--- config.mk ---
export PLATFORM = sky130hd
export DESIGN_NAME = dmem_sized
export DESIGN_NICKNAME = d
export VERILOG_FILES = /design/src/rtl/dmem_sized.sv
export SDC_FILE = /design/constraint.sdc
export NUM_CORES = 2
export LEC_CHECK = 0
export CORE_MARGIN = 10
export CORE_UTILIZATION = 43
export DETAILED_ROUTE_END_ITERATION = 12
export PLACE_DENSITY = 0.65
export SYNTH_ARGS = -nofsm -noshare
export SYNTH_HDL_FRONTEND = slang
export SYNTH_SLANG_ARGS = --single-unit
export TNS_END_PERCENT = 10
--- constraint.sdc ---
create_clock -name clk -period 6.87 [get_ports clk]
set_input_delay 1.0305 -clock clk [delete_from_list [all_inputs] [get_ports clk]]
set_output_delay 1.0305 -clock clk [all_outputs]
set_load 0.05 [all_outputs]
--- src/rtl/dmem_sized.sv ---
// dmem_sized: word-organised data memory with RISC-V sub-word loads/stores and a valid/ready handshake.
// Optional DMEM_ZERO_INIT_EN: after reset a CLEAR state zeroes one word per cycle before accepting requests.
module dmem_sized #(
  parameter int DEPTH   = 64,
  parameter int LATENCY = 1
) (
  input  logic        clk,
  input  logic        reset,
  input  logic        req_valid,
  output logic        req_ready,
  input  logic        we,
  input  logic [2:0]  funct3,
  input  logic [31:0] a,
  input  logic [31:0] wd,
  output logic        rsp_valid,
  output logic [31:0] rd,
  output logic        err
);
  localparam int AW = (DEPTH > 1) ? $clog2(DEPTH) : 1;

  typedef enum logic [1:0] {IDLE, BUSY, CLEAR} state_t;

  state_t        state, state_next;
  logic [1:0]    cnt, cnt_next;
  logic          accept, done;
  logic [31:0]   mem [DEPTH];
  logic [AW-1:0] idx;
  logic [1:0]    lane;
  logic          misaligned, illegal, out_of_range, fault;
  logic [3:0]    be;
  logic [31:0]   wdata, word, load_val;
  logic [7:0]    byte_sel;
  logic [15:0]   half_sel;
  logic [31:0]   res_q;
  logic          err_q;
`ifdef DMEM_ZERO_INIT_EN
  logic [AW-1:0] clr_idx;
`endif

  assign idx      = a[AW+1:2];
  assign lane     = a[1:0];
  assign word     = mem[idx];
  assign byte_sel = word[8*lane +: 8];
  assign half_sel = a[1] ? word[31:16] : word[15:0];

  // Anything at or beyond DEPTH words faults rather than aliasing onto a lower word.
  assign out_of_range = ({2'b00, a[31:2]} >= 32'(DEPTH));
  assign fault        = misaligned || illegal || out_of_range;

  always_comb begin
    misaligned = 1'b0;
    illegal    = 1'b0;
    be         = 4'b0000;
    wdata      = wd;
    load_val   = 32'd0;
    case (funct3[1:0])
      2'b01:   misaligned = a[0];
      2'b10:   misaligned = (a[1:0] != 2'b00);
      default: misaligned = 1'b0;
    endcase
    if (we)
      illegal = funct3[2] || (funct3[1:0] == 2'b11);
    else
      illegal = (funct3 == 3'b011) || (funct3 == 3'b110) || (funct3 == 3'b111);
    case (funct3[1:0])
      2'b00: begin
        be    = 4'b0001 << lane;
        wdata = {4{wd[7:0]}};
      end
      2'b01: begin
        be    = a[1] ? 4'b1100 : 4'b0011;
        wdata = {2{wd[15:0]}};
      end
      default: be = 4'b1111;
    endcase
    case (funct3)
      3'b000:  load_val = {{24{byte_sel[7]}}, byte_sel};
      3'b001:  load_val = {{16{half_sel[15]}}, half_sel};
      3'b010:  load_val = word;
      3'b100:  load_val = {24'd0, byte_sel};
      3'b101:  load_val = {16'd0, half_sel};
      default: load_val = 32'd0;
    endcase
  end

  always_comb begin
    state_next = state;
    cnt_next   = cnt;
    req_ready  = 1'b0;
    done       = 1'b0;
    case (state)
      IDLE: begin
        req_ready = !reset;
        if (req_valid && !reset) begin
          state_next = BUSY;
          cnt_next   = 2'(LATENCY - 1);
        end
      end
      BUSY: begin
        if (cnt == 2'd0) begin
          done       = 1'b1;
          state_next = IDLE;
        end else begin
          cnt_next = cnt - 2'd1;
        end
      end
`ifdef DMEM_ZERO_INIT_EN
      CLEAR: if (clr_idx == AW'(DEPTH - 1)) state_next = IDLE;
`endif
      default: state_next = IDLE;
    endcase
  end

  assign accept = req_valid && req_ready;

  always_ff @(posedge clk) begin
    if (reset) begin
`ifdef DMEM_ZERO_INIT_EN
      state <= CLEAR;
`else
      state <= IDLE;
`endif
      cnt <= 2'd0;
    end else begin
      state <= state_next;
      cnt   <= cnt_next;
    end
  end

  // Result is formed at accept time so later input changes cannot disturb an in-flight load.
  always_ff @(posedge clk) begin
    if (reset) begin
      rsp_valid <= 1'b0;
      rd        <= 32'd0;
      err       <= 1'b0;
      res_q     <= 32'd0;
      err_q     <= 1'b0;
    end else begin
      rsp_valid <= done;
      rd        <= done ? res_q : 32'd0;
      err       <= done ? err_q : 1'b0;
      if (accept) begin
        res_q <= (we || fault) ? 32'd0 : load_val;
        err_q <= fault;
      end
    end
  end

  always_ff @(posedge clk) begin
    if (accept && we && !fault) begin
      for (int b = 0; b < 4; b++)
        if (be[b]) mem[idx][8*b +: 8] <= wdata[8*b +: 8];
    end
`ifdef DMEM_ZERO_INIT_EN
    if (state == CLEAR && !reset) mem[clr_idx] <= 32'd0;
`endif
  end

`ifdef DMEM_ZERO_INIT_EN
  always_ff @(posedge clk) begin
    if (reset)
      clr_idx <= '0;
    else if (state == CLEAR)
      clr_idx <= clr_idx + 1'b1;
  end
`endif

endmodule

# Word-level counts from Yosys, hierarchy flattened
# Memory sizes are Yosys's and may differ from the RTL's.
# Cells that the tools add are included.
# word_totals
wordCells	77
ram_bits	2048
register_bits	71
n_memories	1
output_inout_bits	35
mem_bits_ro	0
inputBits	71
latchBits	0
# op_classes
magnitude_cmp	1
n_eq_ne	14
mul	0
mux	29
addsub	1
div_mod_pow	0
n_shift	2
reduce_logical	21
n_bitwise	1
# mem_list
memory	depth	word_bits	rd	rd_ports_with_merged_regs	write_ports	line_no	rtl
mem	64	32	1	0	1	26	logic [31:0] mem [DEPTH];
# ops
cell	n
case mux 32 bit (5 select lines)	1
case mux 32 bit (2 select lines)	1
two-way mux 32 bit	1
variable part select 32 x 6 -> 8 bit	1
>= comparator 30 x 7 -> 1 bit (second input constant)	1
two-way mux 1 bit	16
two-way mux 16 bit	1
== test 3 bit (second input constant)	4
two-way mux 2 bit	4
case mux 2 bit (2 select lines)	2
case mux 4 bit (2 select lines)	1
== test 3 x 2 -> 1 bit (second input constant)	2
zero test 2 bit	3
logical OR 1 bit	6
!= test 2 bit (second input constant)	3
== test 2 x 1 -> 1 bit (second input constant)	2
== test 2 bit (second input constant)	2
logical AND 1 bit	4
two-way mux 4 bit	1
nonzero test 2 bit	2
<< shifter 1 x 2 -> 4 bit (first input constant)	1
== test 3 x 1 -> 1 bit (second input constant)	1
zero test 3 bit	1
AND reduction 3 bit	1
6 further kinds	7

# Depth between registers and ports, before layout
# depth
ltp_word	10
depth_mapped	14
mapped_depth_nobuf	10

# Least setup slack after synthesis
# No wires, ideal clock.
# synth_path
kind	input -> register
from	input a[0]
to	memory mem[10][0] (enable)
arrival_ns	3.286
setup_time_ns	0.370
setup_slack_ns	3.214
t_required_ns	6.500
stages	7
path_buffers	2
path_cell_list	clkbuf_1 -> or2_2 -> a22o_1 -> a2111oi_2 -> o211ai_1 -> clkbuf_1 -> nor2_1
# synth_via
elab_chain_cells	8
elab_cells_between_ends	11
cone_classes	shift (1); mux (5); reduce/logical (5)
# synth_lines
element	line_no	rtl
from (decl)	13	input logic [31:0] a,
nonzero test 2 bit	58	2'b10: misaligned = (a[1:0] != 2'b00);
case mux 1 bit (2 select lines)	56	case (funct3[1:0])
logical OR 1 bit (2 in series)	48	assign fault = misaligned || illegal || out_of_range;
zero test 1 bit	150	if (accept && we && !fault) begin
logical AND 1 bit	150	
two-way mux 1 bit *	150	
two-way mux 1 bit (not written as such) *	152	if (be[b]) mem[idx][8*b +: 8] <= wdata[8*b +: 8];
to (decl)	26	
# Mark *: on every way between the ends. The rest lies on a longest branch, timed or not.

# Worst setup path after layout
# layout_path
from	input a[6]
to	memory mem[45][12] (enable)
# layout_via
elab_chain_cells	6
# layout_lines
element	line_no	rtl
>= comparator 30 x 7 -> 1 bit	47	assign out_of_range = ({2'b00, a[31:2]} >= 32'(DEPTH));
logical OR 1 bit	48	
zero test 1 bit	150	
logical AND 1 bit	150	
two-way mux 1 bit	150	
two-way mux 1 bit (not written as such)	152	
# Parallel ways exist; a longest one is shown, timed or not.

==> impl_metrics.env <==
export IMPL_worstSkewPairLatency_ns=0.84
export IMPL_drive_gt1_share_pct=14.2
export IMPL_hold_start="err_q"
export IMPL_met2WireLength_mm=119
export IMPL_cts_sinks=2118
export IMPL_pwr_density_cell_mw_per_mm2=295
export IMPL_synth_commonest_cells="2048 x sky130_fd_sc_hd__edfxtp_1, 406 x sky130_fd_sc_hd__a22oi_1, 344 x sky130_fd_sc_hd__nor2_1"
export IMPL_crit_arrival_ns=5.53
export IMPL_routedWlPerCell_um=37.1
export IMPL_io_pins=106
export IMPL_mappedNetlistArea_mm2=0.0814
export IMPL_detail_route_iter0_violations=8743
export IMPL_clk_pin_slew_ns=0.06
export IMPL_ff2ff_setup_slack_ns=2.65
export IMPL_yosysWarningCount=0
export IMPL_grt_pass1_vias=48373
export IMPL_avgSynthCellArea_um2=16.9
export IMPL_cts_htree_levels=4
export IMPL_grt_first_pass_wirelength_mm=390
export IMPL_timing_worst_setup_path_type="in2reg"
export IMPL_cts_tree="done"
export IMPL_postSynthNetCount=4893
export IMPL_final_instance_count_excl_fill=7697
export IMPL_worst_slew_pin_transition_ns=1.43
export IMPL_floorplan_die_width_um=455
export IMPL_min_path_type="reg2reg"
export IMPL_worst_path_max_fanout=9
export IMPL_floorplan_initialDensity_pct=43.3
export IMPL_timing_final_crit_period_ns=5.09
export IMPL_grt_antenna_before_repair=27
export IMPL_design_power_total_mw=27.3
export IMPL_power_sequential_fraction_pct=52.2
export IMPL_p_int_mw=21.2
export IMPL_timing_final_setup_violations=0
export IMPL_worstHoldPathCells=1
export IMPL_post_cts_resize_count=0
export IMPL_grt_util_all_layers_pct=26.8
export IMPL_drtAntennaViolNets=0
export IMPL_setup_worst_path_start_class="input pin"
export IMPL_critical_path_endpoint_category="register"
export IMPL_place_congestion=0.954
export IMPL_place_inst=7298
export IMPL_yosys_cell_count_top_type="sky130_fd_sc_hd__edfxtp_1"
export IMPL_grt_max_degree=70
export IMPL_drv_cap=0
export IMPL_die_area_mm2=0.207
export IMPL_detailroute_wirelength_met3_mm=44.3
export IMPL_p_leak_nw=28.8
export IMPL_rr_endpoint="mem[36][4]"
export IMPL_synthCells=4817
export IMPL_worst_r2r_startpoint="state[0]"
export IMPL_timing_clock_skew_ns=0.0331
export IMPL_synth_enable_flop_cells=2048
export IMPL_fillerInstances=15387
export IMPL_timing_hold_worst_endpoint="err"
export IMPL_vias=51326
export IMPL_p_comb_share_pct=6.3
export IMPL_final_max_slew_violation_count=0
export IMPL_postRouteWirelength_mm=285
export IMPL_post_synth_num_cell_types=80
export IMPL_coreArea_mm2=0.188
export IMPL_dominant_cells_by_area_after_synthesis="sky130_fd_sc_hd__edfxtp_1 76%, sky130_fd_sc_hd__a22oi_1 3.7%, sky130_fd_sc_hd__mux2i_1 2.1%, sky130_fd_sc_hd__dfxtp_1 1.7%, sky130_fd_sc_hd__a221oi_1 1.7%"
export IMPL_cts_hold_fix_buffers=0
export IMPL_drt_met1_wl_mm=102
export IMPL_synth_yosys_seq_area_share_pct=77.3
export IMPL_switching_power_mw=6.18
export IMPL_timing_final_hold_violations=0
export IMPL_estimated_wirelength_of_the_detail_placed_design_mm=176
export IMPL_rows=159
export IMPL_layout_area_overhead_vs_synth_pct=14.0
export IMPL_max_clk_rate_mhz=196
export IMPL_setup_repair_after_global_routing_missed_its_margin="false"
export IMPL_synth_seq_cells=2118
export IMPL_clkPwrFrac_pct=41.5
export IMPL_power_share_switching_pct=22.6
export IMPL_postCtsSetupBuffers=0
export IMPL_tns_ns=0
export IMPL_critPathRequiredTime_ns=7.31
export IMPL_clock_root_buffer="sky130_fd_sc_hd__clkbuf_16"
export IMPL_slew_headroom_pct=4.53
export IMPL_grt_overflow_total=0
export IMPL_start_point_of_the_critical_path="a[6]"
export IMPL_post_route_drc_count=0
export IMPL_cts_buffer_depth=3
export IMPL_final_period_utilization_pct=74.1
export IMPL_flip_flop_cell_with_the_highest_count_after_synthesis="sky130_fd_sc_hd__edfxtp_1"
export IMPL_chipHeight_um=455
export IMPL_finish_utilization_pct=49.3
export IMPL_vdd_ir_drop_worst_mv=0.283
export IMPL_numCtsBuffers=206
export IMPL_yosys_area_top_type_share_pct=75.6
export IMPL_finalNetCount=5087
export IMPL_highest_layer="met5"
export IMPL_buffer_ports_inserted=105
export IMPL_detail_route_first_pass_iterations=8
export IMPL_synth_async_reset_ratio_pct=0
export IMPL_via_density=6.67
export IMPL_result_of_the_run="completed"
export IMPL_synthDominantAreaCellType="sky130_fd_sc_hd__edfxtp_1"
export IMPL_rr_worst_depth=6
flip-flops by register name, indices dropped and copies added (netlist names):
register / count
cnt: 2
err: 1
err_q: 1
mem: 2048
rd: 32
res_q: 32
rsp_valid: 1
state: 1
how the worst max path moves through the flow:
stage                       end  cells after the start
floorplan            mem[10][0]                      7
global route        mem[62][26]                      8
CTS                 mem[22][16]                      8
detailed placement  mem[22][17]                      8
global placement    mem[58][20]                      8
finish              mem[45][12]                      7
through the flow:
step / instance area (um2) / hold slack, ns / worst slack (ns)
6_report: 92800 / 0.472 / 1.78
5_1_grt: 92700 / 0.507 / 1.83
4_1_cts: 92700 / 0.476 / 2.07
3_5_place_dp: 86000 / 0.459 / 1.16
3_3_place_gp: 86000 / 0.455 / 1.20
2_1_floorplan: 81400 / 0.421 / 3.21
critical path, cell delays in order:
cell and delay (ns):
sky130_fd_sc_hd__clkdlybuf4s50_1 0.79, sky130_fd_sc_hd__buf_4 0.37, sky130_fd_sc_hd__nor2b_1 0.31, sky130_fd_sc_hd__and2_1 1.05, sky130_fd_sc_hd__nand2_1 0.83, sky130_fd_sc_hd__buf_4 0.40
sky130_fd_sc_hd__nor2_1 0.71
final cells by class:
| type | instances | area, um2 | area share [%] |
|---|---|---|---|
| clock buffer | 264 | 5580 | 6.02 |
| clock inverter | 116 | 1140 | 1.23 |
| tap | 2495 | 3120 | 3.37 |
| sequential | 2118 | 62900 | 67.8 |
| timing repair buffer | 324 | 2910 | 3.13 |
| multi-input combinational | 2346 | 17000 | 18.3 |
| antenna | 19 | 47.5 | 0.0513 |
| inverter | 15 | 60.1 | 0.0647 |
routing by layer:
metal  vias up  track usage, %
met4        23            15.9
met1     25946            35.3
li1      20083               -
met5         -            1.15
met2      4487            37.3
met3       787            10.3
cells by family after synthesis:
family	after synthesis	synth area share (%)
DFF	2118	77.3
AOI/OAI and AO/OA	1214	11.1
buffers and inverters	353	2.04
and+or+nand+nor	797	4.68
xor gates and xnor gates	1	0.0108
adders and majority gates	5	0.0769
muxes	329	4.79
power by group through the flow:
| stage | Clock (mW) | Sequential [mW] | Combinational [mW] |
|---|---|---|---|
| 2_1_floorplan | 0 | 14.6 | 0.759 |
| 3_3_place_gp | 0 | 14.6 | 1.62 |
| 3_5_place_dp | 0 | 14.6 | 1.63 |
| 4_1_cts | 11.4 | 14.3 | 1.64 |
| 5_1_grt | 11.9 | 14.3 | 1.72 |
| 6_report | 11.3 | 14.3 | 1.72 |
placed cells by master (no fill, tap or decap), types with 12 or more instances in the layout:
cell type                         count
sky130_fd_sc_hd__a211oi_1            12
sky130_fd_sc_hd__a21oi_1            151
sky130_fd_sc_hd__a221o_1             35
sky130_fd_sc_hd__a221oi_1           154
sky130_fd_sc_hd__a222oi_1            19
sky130_fd_sc_hd__a22o_1              86
sky130_fd_sc_hd__a22oi_1            406
sky130_fd_sc_hd__a31oi_1             73
sky130_fd_sc_hd__a41oi_1             12
sky130_fd_sc_hd__and2_1              42
sky130_fd_sc_hd__and3_1              12
sky130_fd_sc_hd__buf_12              19
sky130_fd_sc_hd__buf_4              200
sky130_fd_sc_hd__bufinv_16           20
sky130_fd_sc_hd__clkbuf_1            43
sky130_fd_sc_hd__clkbuf_16          213
sky130_fd_sc_hd__clkdlybuf4s50_1     94
sky130_fd_sc_hd__clkinv_1            54
sky130_fd_sc_hd__clkinv_2            25
sky130_fd_sc_hd__dfxtp_1             70
sky130_fd_sc_hd__diode_2             19
sky130_fd_sc_hd__edfxtp_1          2048
sky130_fd_sc_hd__inv_1               12
sky130_fd_sc_hd__mux2_2             116
sky130_fd_sc_hd__mux2i_1            172
sky130_fd_sc_hd__mux4_2              36
sky130_fd_sc_hd__nand2_1            175
sky130_fd_sc_hd__nand2b_1            18
sky130_fd_sc_hd__nand3_1             16
sky130_fd_sc_hd__nand4_1             40
sky130_fd_sc_hd__nor2_1             338
sky130_fd_sc_hd__nor3_1              14
sky130_fd_sc_hd__nor4_1              23
sky130_fd_sc_hd__o211ai_1            24
sky130_fd_sc_hd__o21ai_0             76
sky130_fd_sc_hd__o221ai_1            13
sky130_fd_sc_hd__o22ai_1             52
sky130_fd_sc_hd__o2bb2ai_1           27
Note: power is estimated with default switching activity, not from simulation.
